--- src/rtl/ctrl_unit.sv ---
// Main decoder and LOAD sequencer for the single-issue RV32I core.
// Decode is purely combinational; only the LOAD phase bit is registered.
module ctrl_unit (
    input  logic       clk,
    input  logic       rst,
    input  logic [4:0] opcode,
    input  logic [2:0] func3,
    input  logic [6:0] func7,
    input  logic       b,
    output logic [2:0] imm_type,
    output logic       alu1_sel,
    output logic       alu2_sel,
    output logic [3:0] alu_op,
    output logic [1:0] rd_sel,
    output logic       reg_wr,
    output logic       mem_wr,
    output logic [1:0] mem_size,
    output logic       mem_unsigned,
    output logic       mem_addr_sel,
    output logic [1:0] pc_sel,
    output logic       load_phase
);

    localparam logic [4:0] OPC_LOAD   = 5'b00000;
    localparam logic [4:0] OPC_OP_IMM = 5'b00100;
    localparam logic [4:0] OPC_AUIPC  = 5'b00101;
    localparam logic [4:0] OPC_STORE  = 5'b01000;
    localparam logic [4:0] OPC_OP     = 5'b01100;
    localparam logic [4:0] OPC_LUI    = 5'b01101;
    localparam logic [4:0] OPC_BRANCH = 5'b11000;
    localparam logic [4:0] OPC_JALR   = 5'b11001;
    localparam logic [4:0] OPC_JAL    = 5'b11011;

    localparam logic [2:0] IMM_NONE = 3'b000;
    localparam logic [2:0] IMM_U    = 3'b001;
    localparam logic [2:0] IMM_J    = 3'b010;
    localparam logic [2:0] IMM_S    = 3'b011;
    localparam logic [2:0] IMM_I    = 3'b100;
    localparam logic [2:0] IMM_B    = 3'b101;

    // PH_ADDR: address/fetch-hold cycle of a LOAD, PH_WB: write-back cycle.
    typedef enum logic {PH_ADDR = 1'b0, PH_WB = 1'b1} phase_t;
    phase_t state;

    always_ff @(posedge clk or negedge rst) begin
        if (!rst) begin
            state <= PH_ADDR;
        end else if (opcode == OPC_LOAD) begin
            state <= (state == PH_ADDR) ? PH_WB : PH_ADDR;
        end else begin
            state <= PH_ADDR;
        end
    end

    assign load_phase = (state == PH_WB);

    always_comb begin
        imm_type     = IMM_NONE;
        alu1_sel     = 1'b0;
        alu2_sel     = 1'b1;
        alu_op       = 4'b0000;
        rd_sel       = 2'b10;
        reg_wr       = 1'b0;
        mem_wr       = 1'b0;
        mem_size     = 2'b00;
        mem_unsigned = 1'b0;
        mem_addr_sel = 1'b0;
        pc_sel       = 2'b01;
        case (opcode)
            OPC_OP: begin
                alu2_sel = 1'b0;
                reg_wr   = 1'b1;
                // func7[5] selects SUB/SRA only; other func3 ignore it.
                alu_op   = {func7[5] & ((func3 == 3'b000) || (func3 == 3'b101)), func3};
            end
            OPC_OP_IMM: begin
                imm_type = IMM_I;
                reg_wr   = 1'b1;
                alu_op   = {func7[5] & (func3 == 3'b101), func3};
            end
            OPC_LUI: begin
                imm_type = IMM_U;
                rd_sel   = 2'b00;
                reg_wr   = 1'b1;
            end
            OPC_AUIPC: begin
                imm_type = IMM_U;
                alu1_sel = 1'b1;
                reg_wr   = 1'b1;
            end
            OPC_JAL: begin
                imm_type = IMM_J;
                alu1_sel = 1'b1;
                rd_sel   = 2'b01;
                reg_wr   = 1'b1;
                pc_sel   = 2'b00;
            end
            OPC_JALR: begin
                imm_type = IMM_I;
                rd_sel   = 2'b01;
                reg_wr   = 1'b1;
                pc_sel   = 2'b00;
            end
            OPC_BRANCH: begin
                imm_type = IMM_B;
                alu1_sel = 1'b1;
                pc_sel   = b ? 2'b00 : 2'b01;
            end
            OPC_LOAD: begin
                imm_type     = IMM_I;
                rd_sel       = 2'b11;
                reg_wr       = load_phase;
                mem_size     = func3[1:0];
                mem_unsigned = func3[2];
                mem_addr_sel = ~load_phase;
                pc_sel       = load_phase ? 2'b01 : 2'b10;
            end
            OPC_STORE: begin
                imm_type     = IMM_S;
                mem_wr       = 1'b1;
                mem_size     = func3[1:0];
                mem_unsigned = func3[2];
                mem_addr_sel = 1'b1;
            end
            default: begin
            end
        endcase
    end

endmodule

--- config.mk ---
export PLATFORM = sky130hd
export DESIGN_NAME = ctrl_unit
export DESIGN_NICKNAME = d
export VERILOG_FILES = /design/src/rtl/ctrl_unit.sv
export SDC_FILE = /design/constraint.sdc
export NUM_CORES = 1
export LEC_CHECK = 0
export CAP_MARGIN = 40
export CORE_UTILIZATION = 23
export DETAILED_ROUTE_END_ITERATION = 8
export GPL_TIMING_DRIVEN = 0
export PLACE_DENSITY = 0.83
export SYNTH_ARGS = -nofsm -noshare
export SYNTH_HDL_FRONTEND = slang
export SYNTH_SLANG_ARGS = --single-unit
--- constraint.sdc ---
create_clock -name clk -period 1 [get_ports clk]
set_clock_uncertainty 0.1 [all_clocks]
set_input_delay 0.1 -clock clk [delete_from_list [all_inputs] [get_ports clk]]
set_output_delay 0.1 -clock clk [all_outputs]
set_load 0.1 [all_outputs]
==> out/summary.txt, run 1 <==
DIE
--------------------------------------------------------------------------------
Number of top-level design ports                                              38
Row count                                                                     13
Die width                                                               39.10 um
Starting density of the core                                              24.63%
Die span in y                                                           39.10 um

YOSYS
--------------------------------------------------------------------------------
YS warnings                                                                    0
Sequential share of the synthesized area                                  7.905%
Simple-gate share of the synthesized area                                 58.89%
Share of the synthesized netlist area taken by xor and xnor gates         2.767%
Flop and latch count out of synthesis                                          1
Dominant combinational cell family by area after synthesis          simple AND/OR/NAND/NOR gates
Synth Area in Compound Gates                                              20.16%
Post-synthesis cell area                                               316.6 um2
Multiplexer area fraction after synthesis                                     0%
Synthesized netlist net count                                                 64
Yosys cell types                                                              26
Adder-cell share of the synthesized area                                      0%
Synthesized netlist cell count                                                46
Synthesized area per cell                                              6.882 um2

STATUS
--------------------------------------------------------------------------------
Error that stopped the run                                          [ERROR DPL-0038] Utilization greater than 100%, impossible to legalize
Outcome                                                             stopped before the end
Stopping stage                                                      clock tree synthesis (4_1_cts)

PLACED DESIGN
--------------------------------------------------------------------------------
Global placer's final weighted congestion                                 0.7136
# port buffers                                                                30
HPWL Detailed                                                            1189 um
Worst setup slack before clock tree synthesis                           -1607 ps

CLOCK NETWORK
--------------------------------------------------------------------------------
Postcts setup bufs                                                            25
Hold Buf Count CTS                                                             0
Number of resized instances in the post-cts repair step                       89

cell usage after synthesis:
library cell,instances,area [um2]
sky130_fd_sc_hd__inv_1,2,7.510
sky130_fd_sc_hd__nand3_1,2,10.01
sky130_fd_sc_hd__buf_6,1,11.26
sky130_fd_sc_hd__or4_4,1,11.26
sky130_fd_sc_hd__nor3_4,1,16.27
sky130_fd_sc_hd__a21o_1,1,7.510
sky130_fd_sc_hd__nor4_1,2,12.51
sky130_fd_sc_hd__and2_1,6,37.54
sky130_fd_sc_hd__nand2_1,3,11.26
sky130_fd_sc_hd__dfrtp_1,1,25.02
sky130_fd_sc_hd__nor2_1,3,11.26
sky130_fd_sc_hd__and4bb_1,1,12.51
sky130_fd_sc_hd__nand2b_1,1,6.260
sky130_fd_sc_hd__nor3b_1,1,7.510
sky130_fd_sc_hd__or3_1,3,18.77
sky130_fd_sc_hd__xor2_1,1,8.760
sky130_fd_sc_hd__clkbuf_1,1,3.750
sky130_fd_sc_hd__a21oi_1,4,20.02
sky130_fd_sc_hd__a31oi_1,2,12.51
sky130_fd_sc_hd__buf_2,2,10.01
sky130_fd_sc_hd__o211ai_1,1,7.510
sky130_fd_sc_hd__o32ai_1,1,8.760
sky130_fd_sc_hd__a211oi_1,1,7.510
sky130_fd_sc_hd__nor3_2,1,10.01
sky130_fd_sc_hd__nand3b_1,2,15.01
sky130_fd_sc_hd__nor2b_1,1,6.260
stage by stage:
| stage | area (um2) | std cells |
|---|---|---|
| after detailed placement | 1018 | 111 |
| after floorplan | 399.1 | 46 |
| after global placement | 718.2 | 91 |
cells by family after synthesis:
| group | count (synthesis) |
|---|---|
| buf+inv | 6 |
| compound gates | 10 |
| flops | 1 |
| simple gates | 28 |
| xor+xnor | 1 |
==> run 2, diff against run 1 <==
--- a/config.mk
+++ b/config.mk
@@ -6,10 +6,11 @@
 export NUM_CORES = 1
 export LEC_CHECK = 0
 export CAP_MARGIN = 40
-export CORE_UTILIZATION = 23
+export CORE_AREA = 2 2 63 65
 export DETAILED_ROUTE_END_ITERATION = 8
+export DIE_AREA = 0 0 65 67
 export GPL_TIMING_DRIVEN = 0
-export PLACE_DENSITY = 0.83
+export PLACE_DENSITY_LB_ADDON = 0.15
 export SYNTH_ARGS = -nofsm -noshare
 export SYNTH_HDL_FRONTEND = slang
 export SYNTH_SLANG_ARGS = --single-unit
==> constraint.sdc (replaced) <==
create_clock -name clk -period 1.3 [get_ports clk]
set_clock_uncertainty 0.1 [all_clocks]
set_input_delay 0.13 -clock clk [delete_from_list [all_inputs] [get_ports clk]]
set_output_delay 0.13 -clock clk [all_outputs]
set_load 0.1 [all_outputs]
==> out/summary.txt, run 2 <==
DIE
----------------------------------------------------------------------------
Die width                                                              65 um
Core outline area                                                   3606 um2
Total die area                                                      4355 um2
Row count                                                                 22
Starting density of the core                                          8.779%
Die span in y                                                          67 um
Number of top-level design ports                                          38

PLACED DESIGN
----------------------------------------------------------------------------
Global placer's final weighted congestion                             0.7543
Placed Instance Area                                                1072 um2
Placed cells                                                             144
HPWL Detailed                                                        1247 um
# port buffers                                                            30

GRT
----------------------------------------------------------------------------
Remaining Overflow, GRT                                                    0
Via count of the first global-routing pass                               658
Wire length of the first global-routing pass                         3042 um
Antenna violations before repair                                           0
Pin count of the biggest net entering global routing                       7
Global-route usage over all layers                                    8.642%

STATUS
----------------------------------------------------------------------------
Outcome                                                         finished with violations
Violated checks                                                 negative setup slack

SETUP PATH
----------------------------------------------------------------------------
Maximum fanout encountered on the critical timing path                     2
Capturing instance or port of the critical path                    pc_sel[1]
Element type at the critical path start                            input pin
Setup Crit Path Kind                                               in -> out
Critical Path Source                                               opcode[1]
Worst R2R Path Depth                                                       3
Worst path max stage delay                                            550 ps
Reg2Reg Capture Point                                             load_phase
Worst reg-to-reg setup slack                                          290 ps
Worst path slowest cell                                         sky130_fd_sc_hd__or4_4
RR Startpoint                                                     load_phase
Data arrival time of the worst path                                  1380 ps
Cell seen most often among critical-path stages                 sky130_fd_sc_hd__buf_6
Cells traversed along the worst timing path                     buf_8 -> or4_4 -> nor3_4 -> buf_6 -> buf_6 -> buf_12
Element type at the critical path end                           primary output
Required time reported for the critical path endpoint                1070 ps

DRT
----------------------------------------------------------------------------
Vias after detailed routing                                              602
Initial detailed-routing violation count                                   9
Post-detailed-route count of antenna-violating nets                        0
Final WL                                                             1934 um
Router iterations before antenna repair                                    2
Post-route DRC                                                             0
Per-cell routed wire length                                         12.16 um
Average vias per placed instance                                       3.786

YOSYS
----------------------------------------------------------------------------
Sequential share of the synthesized area                              7.905%
Synth cell count leaders                                        sky130_fd_sc_hd__and2_1 (6), sky130_fd_sc_hd__a21oi_1 (4), sky130_fd_sc_hd__nand2_1 (3), sky130_fd_sc_hd__nor2_1 (3), sky130_fd_sc_hd__or3_1 (3)
Cell accounting for the most synthesized area                   sky130_fd_sc_hd__and2_1
YS warnings                                                                0
Most instantiated library cell after synthesis                  sky130_fd_sc_hd__and2_1
Async set or reset register ratio after synthesis                     100.0%
Synthesized area per cell                                          6.882 um2
Yosys cell types                                                          26
Flop and latch count out of synthesis                                      1
Top_reg_cell synth                                              sky130_fd_sc_hd__dfrtp_1
Share of the synthesized area in the top cell type                    11.86%
Synthesized netlist net count                                             64
Synthesized netlist cell count                                            46
Number of flops mapped to enable cells by yosys                            0
Post-synthesis cell area                                           316.6 um2
Top area cells in the synthesized netlist                       sky130_fd_sc_hd__and2_1 (12%), sky130_fd_sc_hd__dfrtp_1 (7.9%), sky130_fd_sc_hd__a21oi_1 (6.3%)

FINISH
----------------------------------------------------------------------------
Antenna Diode Count                                                        0
Top library cells by usage in the layout, fill and taps aside   sky130_fd_sc_hd__buf_12 (22), sky130_fd_sc_hd__buf_6 (16), sky130_fd_sc_hd__buf_4 (15)
Non-filler instance count after layout                                   159
Layout cells sized above 1                                            84.68%
Most common library cell in the layout ignoring fill and taps   sky130_fd_sc_hd__buf_12
Syn-to-layout area delta                                              378.7%
NumNets Final                                                            131
Summed area of non-filler cells in the final layout                 1515 um2
Number of filler cells placed in the layout                              332
Max reg flops                                                              1

POWER
----------------------------------------------------------------------------
Maximum resistive drop on vdd                                      0.1767 mV
Leakage                                                            0.6155 nW
Power density over the cells                                    344.1 nW/um2

STA
----------------------------------------------------------------------------
Pins over their slew limit                                                 0
Setup slack after layout                                           -311.7 ps
Max_slew headroom                                                     83.20%
Number of hold violations in the final report                              0
Crit share post-route                                                 124.0%
Setup repair after global routing missed its margin                     true
Actual transition at the worst max-transition pin                   250.8 ps
Min Tclk post-route                                                  1612 ps
Highest clock frequency the design can meet                       0.6205 GHz
Worst hold margin                                                   179.5 ps
Final-layout setup total negative slack                             -3090 ps
Final setup fails                                                         19

RUN
----------------------------------------------------------------------------
Number of violations of the max-capacitance limit                          0

CLOCK NETWORK
----------------------------------------------------------------------------
CTS clock-pin slew for the worst setup and hold paths                   0 ps
Clock network latency to the later pin of the worst-skew pair           0 ps
Hold Buf Count CTS                                                         0

HOLD PATH
----------------------------------------------------------------------------
Class of the most critical hold timing path                      in -> async

[run 2: cell counts after synthesis]
Identical to the previous run, type by type.
[run 2: per-layer routing]
layer / vias up / share of wire [%] / track usage [%]
met3: 0 / 1.2 / 0
li1: 301 / - / -
met5: - / 0 / 0
met1: 292 / 42 / 11.65
met2: 9 / 57 / 16.37
met4: 0 / 0 / 0
[run 2: kinds of logic after synthesis]
group | Yosys count | synth area share [%]
buffers and inverters | 6 | 10.28
flip-flops | 1 | 7.904
AO/OA/AOI/OAI | 10 | 20.16
XOR/XNOR | 1 | 2.767
AND/OR/NAND/NOR | 28 | 58.90
[run 2: metrics by stage]
stage                     setup WS (ps)  util (%)  total power, mW
final                            -311.7     42.02           0.5213
after floorplan                  -821.2         -           0.2337
after global routing             -353.6     42.02           0.5401
after global placement            -1814     21.06           0.3189
after detailed placement          -1415     29.74           0.3765
after CTS                        -309.9     38.97           0.4870
[run 2: where the power goes]
part	internal, mW	total [mW]	leakage [nW]	switching [mW]
Sequential	0.0323	0.0333	0.0122	0.00106
Combinational	0.235	0.488	0.603	0.253
Clock	0	0	0	0
[run 2: worst min-delay path by stage]
stage | start | endpoint | slack [ps]
detailed placement | rst | load_phase | 180
floorplan | rst | load_phase | -270
CTS | rst | load_phase | 180
global placement | rst | load_phase | 180
finish | rst | load_phase | 180
global route | rst | load_phase | 180
[run 2: worst max-delay path, delay by kind of cell]
family / cells / cell delay (ps)
and+or+nand+nor: 2 / 770
buffers and inverters: 4 / 470
[run 2: area by class of cell]
| cell class | instances | area, um2 | area share [%] |
|---|---|---|---|
| Timing Repair Buffer | 65 | 895.9 | 59.12 |
| Multi-Input combinational cell | 39 | 457.9 | 30.22 |
| Sequential cell | 1 | 26.28 | 1.734 |
| Inverter | 2 | 15.01 | 0.9909 |
| Buffer | 4 | 60.06 | 3.964 |
| Tap cell | 48 | 60.06 | 3.964 |
[run 2: repair_timing]
action	CTS	global route
pin swaps	12	9
buffers inserted	26	8
resized for setup	95	14
setup endpoints to repair	21	19
No activity file was read; power rests on OpenSTA's default activity.
==> run 3, diff against run 2 <==
==> constraint.sdc (replaced) <==
create_clock -name clk -period 1.3 [get_ports clk]
set_clock_uncertainty 0.1 [all_clocks]
set_input_delay 0.195 -clock clk [delete_from_list [all_inputs] [get_ports clk]]
set_output_delay 0.195 -clock clk [all_outputs]
set_load 0.1 [all_outputs]
==> out/summary.txt, run 3 (synthesis gave the netlist of run 2 again) <==
STATUS
---------------------------------------------------------------------------------
Outcome                                                              finished with violations
Violated checks                                                      negative setup slack

SETUP PATH
---------------------------------------------------------------------------------
Element type at the critical path end                                primary output
Element type at the critical path start                                 input pin
RR Startpoint                                                          load_phase
Worst R2R Path Depth                                                            5
Setup Crit Path Kind                                                    in -> out
Number of buffer and inverter instances along the worst setup path              4
Required time reported for the critical path endpoint                     1000 ps
Worst reg-to-reg setup slack                                               120 ps
Capturing instance or port of the critical path                         pc_sel[1]
Cells traversed along the worst timing path                          buf_8 -> or4_4 -> nor3_4 -> buf_6 -> buf_6 -> buf_12
Critical Path Source                                                    opcode[0]
Reg2Reg Capture Point                                                  load_phase
Data arrival time of the worst path                                       1390 ps
Worst path slowest cell                                              sky130_fd_sc_hd__or4_4
Worst path max stage delay                                                 550 ps
Cell seen most often among critical-path stages                      sky130_fd_sc_hd__buf_6
Crit-path leading delay family                                       simple AND/OR/NAND/NOR gates
Critical Path Stages                                                            6
Maximum fanout encountered on the critical timing path                          4

DRT
---------------------------------------------------------------------------------
Final WL                                                                  1904 um
Initial detailed-routing violation count                                        9
Average vias per placed instance                                            3.800
Post-route DRC                                                                  0
Total met2 wirelength after detailed routing                              1112 um
Met1 routed wirelength after detailed routing                              755 um
Met3 wire length                                                            37 um
Top layer used by detailed routing                                           met3
Per-cell routed wire length                                              12.28 um
Router iterations before antenna repair                                         2
Post-detailed-route count of antenna-violating nets                             0
Vias after detailed routing                                                   589

FINISH
---------------------------------------------------------------------------------
Syn-to-layout area delta                                                   350.2%
Share of the core filled with cells                                        39.52%
Most common library cell in the layout ignoring fill and taps        sky130_fd_sc_hd__buf_12
Number of filler cells placed in the layout                                   343
Max reg flops                                                                   1
Antenna Diode Count                                                             0
Non-filler instance count after layout                                        155
Top library cells by usage in the layout, fill and taps aside        sky130_fd_sc_hd__buf_12 (22), sky130_fd_sc_hd__buf_4 (17), sky130_fd_sc_hd__buf_6 (15)
NumNets Final                                                                 127
Layout cells sized above 1                                                 82.24%

STA
---------------------------------------------------------------------------------
Crit share post-route                                                      129.6%
Pins over their slew limit                                                      0
Number of hold violations in the final report                                   0
Max_slew headroom                                                          81.29%
Setup repair after global routing missed its margin                          true
Highest clock frequency the design can meet                            0.5938 GHz
Final setup fails                                                              20
Min Tclk post-route                                                       1684 ps
Actual transition at the worst max-transition pin                        279.5 ps
Setup slack after layout                                                -384.2 ps

DIE
---------------------------------------------------------------------------------
Row count                                                                      22
Die width                                                                   65 um
Total die area                                                           4355 um2
Number of top-level design ports                                               38
Core outline area                                                        3606 um2
Starting density of the core                                               8.779%
Die span in y                                                               67 um

CLOCK NETWORK
---------------------------------------------------------------------------------
Clock network latency to the later pin of the worst-skew pair                0 ps
Hold Buf Count CTS                                                              0
CTS clock-pin slew for the worst setup and hold paths                        0 ps

GRT
---------------------------------------------------------------------------------
Remaining Overflow, GRT                                                         0
Antenna violations before repair                                                0
Via count of the first global-routing pass                                    653
Pin count of the biggest net entering global routing                           11
Wire length of the first global-routing pass                              3118 um
Global-route usage over all layers                                         8.968%

POWER
---------------------------------------------------------------------------------
Leakage                                                                 0.5803 nW
Total power consumption of the routed design                            0.4849 mW
Power density over the cells                                         340.3 nW/um2
Maximum resistive drop on vdd                                           0.1733 mV

PLACED DESIGN
---------------------------------------------------------------------------------
# port buffers                                                                 30
Global placer's final weighted congestion                                  0.7116
Placed cells                                                                  144
HPWL Detailed                                                             1289 um
Worst setup slack before clock tree synthesis                            -1526 ps

RUN
---------------------------------------------------------------------------------
Number of violations of the max-capacitance limit                               0

HOLD PATH
---------------------------------------------------------------------------------
Class of the most critical hold timing path                           in -> async

[run 3: layer usage]
metal  GRT usage [%]  up-vias
met5               0        -
met4               0        0
met3          0.1689        0
met2           17.65        8
met1           11.47      289
li1                -      292
[run 3: how the worst min path moves through the flow]
stage | slack [ps] | endpoint | start
4_1_cts | 250 | load_phase | rst
3_5_place_dp | 250 | load_phase | rst
6_report | 250 | load_phase | rst
5_1_grt | 250 | load_phase | rst
3_3_place_gp | 240 | load_phase | rst
2_1_floorplan | -200 | load_phase | rst
[run 3: final cells by class]
class                      instances  area, um2  area share (%)
buffer                             3      45.04           3.161
inverter                           2      7.507          0.5268
multi-input combinational         39      455.4           31.96
timing repair buffer              62      830.8           58.30
sequential                         1      26.28           1.844
tap                               48      60.06           4.214
[run 3: power breakdown]
| part | internal [mW] | total, mW | switching [mW] |
|---|---|---|---|
| Combinational | 0.207 | 0.452 | 0.246 |
| Clock | 0 | 0 | 0 |
| Sequential | 0.0323 | 0.0326 | 0.000320 |
| Total | 0.239 | 0.485 | 0.246 |
[run 3: through the flow]
| step | hold WS [ps] | instance area [um2] | setup TNS, ps |
|---|---|---|---|
| 2_1_floorplan | -200.6 | 399.1 | -8839 |
| 3_3_place_gp | 244.3 | 759.5 | -33700 |
| 3_5_place_dp | 247.8 | 1072 | -25410 |
| 4_1_cts | 247.8 | 1384 | -4447 |
| 5_1_grt | 254.6 | 1425 | -4884 |
| 6_report | 246.7 | 1425 | -3994 |
[run 3: what timing repair did]
item                       4_1_cts  5_1_grt
setup endpoints to repair       21       20
resized for setup               90        9
buffers inserted                26        5
pin swaps                       14        9
gates cloned                     1        0
